## src/rtl/tick_stopwatch.sv

```systemverilog
// Stopwatch that turns gen_tick's square wave into a BCD mm:ss count, with lap freeze,
// pause and a sticky 59:59 -> 00:00 overflow flag.
module tick_stopwatch #(
  parameter int unsigned TICKS_PER_INC = 1
) (
  input  logic       src_clk,
  input  logic       reset,
  input  logic       tick,
  input  logic       start_stop,
  input  logic       lap,
  input  logic       clear,
  output logic       tick_enable,
  output logic       running,
  output logic [3:0] sec_ones,
  output logic [3:0] sec_tens,
  output logic [3:0] min_ones,
  output logic [3:0] min_tens,
  output logic       overflow
);

  localparam int unsigned PrescW = (TICKS_PER_INC > 1) ? $clog2(TICKS_PER_INC) : 1;
  localparam logic [PrescW-1:0] PrescMax = PrescW'(TICKS_PER_INC - 1);

  typedef enum logic [1:0] {StIdle, StRun, StPause, StLap} state_e;

  state_e            state_q, state_d;
  logic              tick_q;
  logic [PrescW-1:0] presc_q, presc_d;
  logic [3:0]        so_q, so_d, st_q, st_d, mo_q, mo_d, mt_q, mt_d;
  logic [15:0]       snap_q, snap_d;
  logic              ovf_q, ovf_d;

  logic tick_rise, counting, sec_inc;

  assign tick_rise = tick & ~tick_q;
  // Command effects land on the same edge as the tick, so counting keys off the current state.
  assign counting  = ((state_q == StRun) || (state_q == StLap)) && tick_rise && !clear;
  assign sec_inc   = counting && (presc_q == PrescMax);

  // State register
  always_ff @(posedge src_clk or negedge reset) begin
    if (!reset) begin
      state_q <= StIdle;
    end else begin
      state_q <= state_d;
    end
  end

  // Next-state logic: clear > start_stop > lap
  always_comb begin
    state_d = state_q;
    if (clear) begin
      state_d = StIdle;
    end else if (start_stop) begin
      unique case (state_q)
        StIdle:  state_d = StRun;
        StRun:   state_d = StPause;
        StPause: state_d = StRun;
        StLap:   state_d = StPause;
        default: state_d = StIdle;
      endcase
    end else if (lap) begin
      unique case (state_q)
        StRun:   state_d = StLap;
        StLap:   state_d = StRun;
        default: state_d = state_q;
      endcase
    end
  end

  // Output decode
  always_comb begin
    running     = (state_q == StRun) || (state_q == StLap);
    tick_enable = running;
    overflow    = ovf_q;
    if (state_q == StLap) begin
      {min_tens, min_ones, sec_tens, sec_ones} = snap_q;
    end else begin
      {min_tens, min_ones, sec_tens, sec_ones} = {mt_q, mo_q, st_q, so_q};
    end
  end

  // Datapath next-state: prescaler, BCD cascade, lap snapshot
  always_comb begin
    presc_d = presc_q;
    so_d    = so_q;
    st_d    = st_q;
    mo_d    = mo_q;
    mt_d    = mt_q;
    ovf_d   = ovf_q;
    snap_d  = snap_q;
    if (clear) begin
      presc_d = '0;
      so_d    = '0;
      st_d    = '0;
      mo_d    = '0;
      mt_d    = '0;
      ovf_d   = 1'b0;
      snap_d  = '0;
    end else begin
      if (counting) begin
        presc_d = (presc_q == PrescMax) ? '0 : presc_q + 1'b1;
      end
      if (sec_inc) begin
        if (so_q == 4'd9) begin
          so_d = '0;
          if (st_q == 4'd5) begin
            st_d = '0;
            if (mo_q == 4'd9) begin
              mo_d = '0;
              if (mt_q == 4'd5) begin
                mt_d  = '0;
                ovf_d = 1'b1;
              end else begin
                mt_d = mt_q + 4'd1;
              end
            end else begin
              mo_d = mo_q + 4'd1;
            end
          end else begin
            st_d = st_q + 4'd1;
          end
        end else begin
          so_d = so_q + 4'd1;
        end
      end
      // Snapshot holds the pre-increment value when an edge coincides with the lap pulse.
      if ((state_q == StRun) && lap && !start_stop) begin
        snap_d = {mt_q, mo_q, st_q, so_q};
      end
    end
  end

  always_ff @(posedge src_clk or negedge reset) begin
    if (!reset) begin
      tick_q  <= 1'b0;
      presc_q <= '0;
      so_q    <= '0;
      st_q    <= '0;
      mo_q    <= '0;
      mt_q    <= '0;
      ovf_q   <= 1'b0;
      snap_q  <= '0;
    end else begin
      tick_q  <= tick;
      presc_q <= presc_d;
      so_q    <= so_d;
      st_q    <= st_d;
      mo_q    <= mo_d;
      mt_q    <= mt_d;
      ovf_q   <= ovf_d;
      snap_q  <= snap_d;
    end
  end

endmodule

```

## config.mk

```make
export PLATFORM = sky130hd
export DESIGN_NAME = tick_stopwatch
export DESIGN_NICKNAME = d
export VERILOG_FILES = /design/src/rtl/tick_stopwatch.sv
export SDC_FILE = /design/constraint.sdc
export NUM_CORES = 1
export LEC_CHECK = 0
export CORE_MARGIN = 10
export CORE_UTILIZATION = 45
export CTS_CLUSTER_SIZE = 20
export DETAILED_ROUTE_END_ITERATION = 8
export PLACE_DENSITY = 0.78
export SLEW_MARGIN = 20
export SYNTH_ARGS = -nofsm -noshare
export SYNTH_HDL_FRONTEND = slang
export SYNTH_SLANG_ARGS = --single-unit
```

## constraint.sdc

```tcl
create_clock -name src_clk -period 3.1 [get_ports src_clk]
set_input_delay 0.62 -clock src_clk [delete_from_list [all_inputs] [get_ports src_clk]]
set_output_delay 0.62 -clock src_clk [all_outputs]
set_load 0.01 [all_outputs]
```

==> results by group, run 1 <==
STA
  – Max Fclk: between 300 and 400 MHz
  – Worst Tran Pin Value: between 0.7 and 0.8 ns
  – Final hold violations: 0
  – Max Transition Viols Final: 0
  – RSZ-0062 raised after global routing: no
  – Max_slew headroom: roughly 53%
  – Final Worst Setup Slack: between 0.3 and 0.4 ns
  – Setup-failing EPs final: 0
  – Period utilization: between 80% and 90%
  – Setup TNS Final: 0 ns
  – Tmin final: roughly 2.8 ns
  – Fin Clk Skew: about 0.0069 ns
  – Worst hold slack: ~0.5 ns

Setup path
  – CP Capture Type: output port
  – Crit-path cells: nand2_1 -> buf_4 -> mux2_2 -> clkdlybuf4s50_1
  – Crit Path Category: reg2out
  – CP Data Required Time: 2.48 ns
  – CP Max Fanout: 10
  – Crit path buffers/inverters: 2
  – Largest stage delay, worst path: between 0.4 and 0.5 ns
  – Startpoint types: register
  – Slowest stage cell, crit path: clkdlybuf4s50_1
  – Arrival time worst endpoint: around 2.2 ns
  – Crit-path leading delay family: buffers and inverters

Cells and area
  – Post-layout util: between 50% and 60%
  – Net count, final: between 200 and 250
  – Fillers: between 300 and 400
  – Area Overhead vs Synth: 17.1%
  – N_diodes: 0
  – Share of cells above drive strength 1: ~13%
  – Final Instance Area: approximately 2300 um2

Min path
  – Hold Crit Class: reg2reg

Run
  – Max-Cap Viols: 0

Global route
  – Vias in the first global route: 1594
  – Largest net degree at the start of global routing: 37
  – All-layer global routing usage: approximately 13%
  – Initial antenna violation count: 0
  – GR Overflow Total: 0
  – First-pass GRT wire length: 7670 um

Synthesis
  – Yosys warns: 0
  – Unique masters post-synth: 37
  – EDFF count, synth: 0
  – Cells after Synth: between 200 and 250
  – Sequential area share after synthesis: ~46%
  – Syn avg cell area: about 9.6 um2
  – Synth Flop Type: dfrtp_1
  – Synth Register Bits: 36
  – Synthesized area: around 2000 um2
  – Post-synth ARST share: 100%
  – Syn Nets: about 220

Clocking
  – Clk buf depth: 2
  – Hold_buf cts: 0
  – CTS Buf Count: 5
  – H-tree levels: 2
  – Clock root buffer: clkbuf_8
  – CTS tree: built
  – Clk sinks: 36
  – Clock transition at path regs: about 0.07 ns
  – Postcts setup bufs: 0
  – Worst-skew pair later-pin latency: between 0.2 and 0.3 ns
  – Post-CTS sizing: 0

Floorplan
  – Chip height: roughly 86 um
  – Die area: between 7000 and 8000 um2
  – Io pins: 25
  – Core Area: 4120 um2
  – # rows: 23
  – Die width: ~86 um
  – Initial Util: between 40% and 50%

Placed design
  – Pre-CTS setup slack: between 0.6 and 0.7 ns
  – RD Place Congestion: 0.788
  – DP HPWL: around 3100 um
  – Cell Area, Placed: roughly 2200 um2
  – # port buffers: 24

Power and ir drop
  – Leakage: between 0.0009 and 0.001 uW
  – PwrDens: 423 nW/um2
  – Max VDD drop: ~0.00034 V

Drt
  – Initial DRC Count: between 100 and 150
  – WL/cell: around 16 um
  – Vias per cell: about 5.6
  – Vias: 1559
  – Router iterations before antenna repair: 4
  – Drt drc: 0
  – Post-route ant nets: 0
  – Routed WL: 4430 um

Run status
  – Status: finished, final reports clean
power by group:
part | leakage (uW) | switching [uW] | internal, uW
registers | 0.000494 | 29.2 | 487
logic | 0.000450 | 70.9 | 71.9
clock network | 0.0000410 | 160 | 153
synthesized netlist by cell type (all sizes together), types with 4 or more instances:
library cell / n / share of area (%)
inv: 8 / 1.5
a21oi: 21 / 5.4
ha: 8 / 5.1
and3b: 5 / 2.3
buf: 7 / 2.4
dfrtp: 36 / 46
o41ai: 4 / 1.8
o21ai: 8 / 2.0
nand2: 42 / 8.0
clkbuf: 7 / 1.3
nor2: 6 / 1.1
nand3: 6 / 1.5
mux2: 16 / 9.2
worst register-to-register path, stage by stage (launching register included):
cell,delay [ns]
dfrtp_1,0.48
ha_1,0.18
and3b_1,0.34
a41oi_4,0.20
or4_1,0.50
a21oi_1,0.14
registers in the layout, summed over array words and instances, names as in the netlist:
name	cells
snap_q	16
mo_q	4
mt_q	4
so_q	4
st_q	4
state_q	2
overflow	1
tick_q	1
cell type report:
class / count / area [um2] / share of cell area, %
tap: 50 / 62.6 / 2.72
clock inverter: 1 / 5.00 / 0.218
clock buffer: 6 / 72.6 / 3.15
timing repair buffer: 28 / 270 / 11.7
inverter: 8 / 30.0 / 1.31
sequential: 36 / 901 / 39.2
multi-input combinational: 147 / 960 / 41.7
layer usage:
metal	wire, um	track usage (%)	part of all wire, %
met5	0	0	0
met4	43	3.59	0.97
met3	240	4.64	5.4
met2	2220	21.4	50
met1	1920	14.2	43
cells by family (layout without fill, tap and decap cells):
family                     after synthesis  count (layout)  share of synthesized area, %
xor gates and xnor gates                 1               1                         0.446
muxes                                   16              16                          9.17
and+or+nand+nor                         76              76                          18.8
adders and majority gates                8               8                          5.10
AOI/OAI and AO/OA                       46              46                          15.4
DFF                                     36              36                          45.9
buffers and inverters                   22              43                          5.29
final timing paths:
path | start | end | slack [ns] | cells past startpoint
worst max-delay path | state_q[0]$_DFFE_PN0P_ | sec_ones[2] | 0.32 | 4
worst min-delay path | overflow$_DFFE_PN0P_ | overflow$_DFFE_PN0P_ | 0.49 | 1
worst max register to register | st_q[0]$_DFFE_PN0P_ | mt_q[3]$_DFFE_PN0P_ | 1.18 | 5
worst min register to register | overflow$_DFFE_PN0P_ | overflow$_DFFE_PN0P_ | 0.49 | 1
max in group asynchronous | reset | st_q[2]$_DFFE_PN0P_ | 2.03 | 2
min in group asynchronous | reset | snap_q[8]$_DFFE_PN0P_ | 0.74 | 2
layout by cell type (no fill, tap or decap), drive strengths merged, types with 2 or more instances in the layout:
cell type / instances
ha: 8
nand3: 6
nor4: 2
a22o: 2
nor2: 6
nor2b: 2
o31ai: 2
o41ai: 4
nand4: 2
inv: 8
nand2: 42
o21ai: 8
a21oi: 21
and3b: 5
buf: 4
clkdlybuf4s50: 24
clkbuf: 6
nand3b: 3
mux2: 16
a21o: 2
dfrtp: 36
or4: 2
metrics by stage:
stage / power, uW / instances
floorplan: 601 / 205
global placement: 666 / 269
detailed placement: 670 / 269
CTS: 980 / 276
global route: 1020 / 276
finish: 972 / 276
Power figures use the tool's default switching activity.
==> run 2: changes to the inputs <==
Settings changed: RECOVER_POWER from default to 25, SLEW_MARGIN 20 to 0.
==> results by group, run 2 (synthesis results as in run 1) <==
Cells and area
  – Share of cells above drive strength 1: 12.4%
  – Most frequent cells in the layout: nand2_1, dfrtp_1, clkdlybuf4s50_1, a21oi_1, mux2_2
  – Non-Filler Instances: around 280
  – Final Instance Area: approximately 2300 um2
  – Net count, final: 240
  – Top reg by flops: snap_q
  – Post-layout util: 55.8%
  – Max reg flops: 16
  – Area Overhead vs Synth: 16.9%
  – N_diodes: 0
  – Fillers: ~370
  – Most common cell after layout, fill and taps aside: nand2_1

Setup path
  – Startpoint types: register
  – Arrival time worst endpoint: about 2.2 ns
  – Reg-to-reg endpoint: mt_q[3]$_DFFE_PN0P_
  – FF-to-FF path depth: 5
  – CP Data Required Time: ~2.5 ns
  – CP Capture Type: output port
  – CP Max Fanout: 10
  – Slowest stage cell, crit path: clkdlybuf4s50_1
  – Crit-path cells: nand2_1 -> buf_4 -> mux2_2 -> clkdlybuf4s50_1
  – Crit Path Category: reg2out
  – Critical R2R Launch: st_q[0]$_DFFE_PN0P_
  – Largest stage delay, worst path: just under 0.5 ns
  – Register-to-Register Setup Slack: around 1.2 ns

Global route
  – Vias in the first global route: between 1500 and 2000
  – Initial antenna violation count: 0
  – First-pass GRT wire length: 7670 um
  – Largest net degree at the start of global routing: 37
  – All-layer global routing usage: 12.5%
  – GR Overflow Total: 0

STA
  – Final hold violations: 0
  – Max_slew headroom: -29.2%
  – Setup TNS Final: 0 ns
  – Worst hold slack: between 0.4 and 0.5 ns
  – Fin Clk Skew: between 0.006 and 0.007 ns
  – Setup-failing EPs final: 0
  – Max Transition Viols Final: 37
  – Tmin final: 2.78 ns
  – RSZ-0062 raised after global routing: no
  – Period utilization: 89.6%
  – Worst Tran Pin Value: a little under 2 ns
  – Max Fclk: approximately 360 MHz

Floorplan
  – Io pins: 25
  – Die area: around 7400 um2
  – # rows: 23
  – Chip height: ~86 um
  – Die width: around 86 um
  – Core Area: ~4100 um2
  – Initial Util: between 40% and 50%

Power and ir drop
  – Leakage: a little under 0.001 uW
  – PwrDens: ~420 nW/um2
  – Max VDD drop: around 0.00034 V

Clocking
  – H-tree levels: 2
  – CTS tree: built
  – Clk buf depth: 2
  – Postcts setup bufs: 0
  – Clock transition at path regs: ~0.07 ns
  – Worst-skew pair later-pin latency: 0.29 ns
  – Clk sinks: 36
  – Post-CTS sizing: 0
  – Hold_buf cts: 0
  – CTS Buf Count: 5
  – Clock root buffer: clkbuf_8

Min path
  – Hold_sp: overflow$_DFFE_PN0P_
  – Hold Crit Class: reg2reg
  – Worst hold stages: 1
  – Hold path endpoint: overflow$_DFFE_PN0P_

Drt
  – Drt drc: 0
  – Initial DRC Count: 110
  – Post-route ant nets: 0
  – Vias per cell: ~5.7
  – Vias: approximately 1600
  – Router iterations before antenna repair: 4
  – Routed WL: ~4500 um
  – WL/cell: ~16 um

Run
  – Max-Cap Viols: 1

Run status
  – Status: complete, but fails checks
  – Failing checks: max-capacitance violations, max-slew violations

Placed design
  – # port buffers: 24
  – Cell total after placement: ~270
  – RD Place Congestion: roughly 0.79
  – Cell Area, Placed: approximately 2200 um2
  – DP HPWL: around 3100 um
## run 2: cell types whose count changed in the layout (fill, tap and decap cells not counted), sizes merged
cell / delta
clkbuf: +1
buf: -1
dlygate4sd3: +2
clkdlybuf4s50: -2
## run 2: how the worst max path moves through the flow
stage / start / end / slack [ns] / cells after the start
floorplan: state_q[0]$_DFFE_PN0P_ / min_ones[0] / 1.19 / 4
global placement: state_q[0]$_DFFE_PN0P_ / min_tens[2] / 0.69 / 4
detailed placement: state_q[0]$_DFFE_PN0P_ / sec_ones[2] / 0.61 / 4
CTS: state_q[0]$_DFFE_PN0P_ / sec_ones[2] / 0.30 / 4
global route: reset / tick_q$_DFF_PN0_ / 0.15 / 2
finish: state_q[0]$_DFFE_PN0P_ / sec_ones[2] / 0.32 / 4
## run 2: stage by stage
step           worst slack, ns  total power, uW
2_1_floorplan             1.19              601
3_3_place_gp             0.687              666
3_5_place_dp             0.609              670
4_1_cts                  0.296              980
5_1_grt                  0.155             1020
6_report                 0.322              972
## run 2: where the power goes
part,leakage (uW),internal [uW],switching [uW]
combinational,0.000447,70.8,71.2
clock,0.0000410,153,161
sequential,0.000494,487,28.8
## run 2: critical path, delay by kind of cell, from the launching register on
family	cells	cell delay, ns
simple gates	1	0.30
flops	1	0.47
mux	1	0.36
buf+inv	2	0.75
## run 2: layout make-up
type / instances / area [um2] / area share (%)
Clock buffer: 6 / 72.6 / 3.16
Multi-Input combinational cell: 147 / 960 / 41.8
Tap cell: 50 / 62.6 / 2.72
Timing Repair Buffer: 28 / 267 / 11.6
Sequential cell: 36 / 901 / 39.2
Inverter: 8 / 30.0 / 1.31
Clock inverter: 1 / 5.00 / 0.218
## run 2: routing by layer
metal / up-vias / track usage (%) / routed length (um)
met1: 774 / 14.2 / 1950
met3: 4 / 4.64 / 238
met2: 34 / 21.4 / 2220
li1: 760 / - / -
met5: - / 0 / 0
met4: 0 / 3.59 / 43
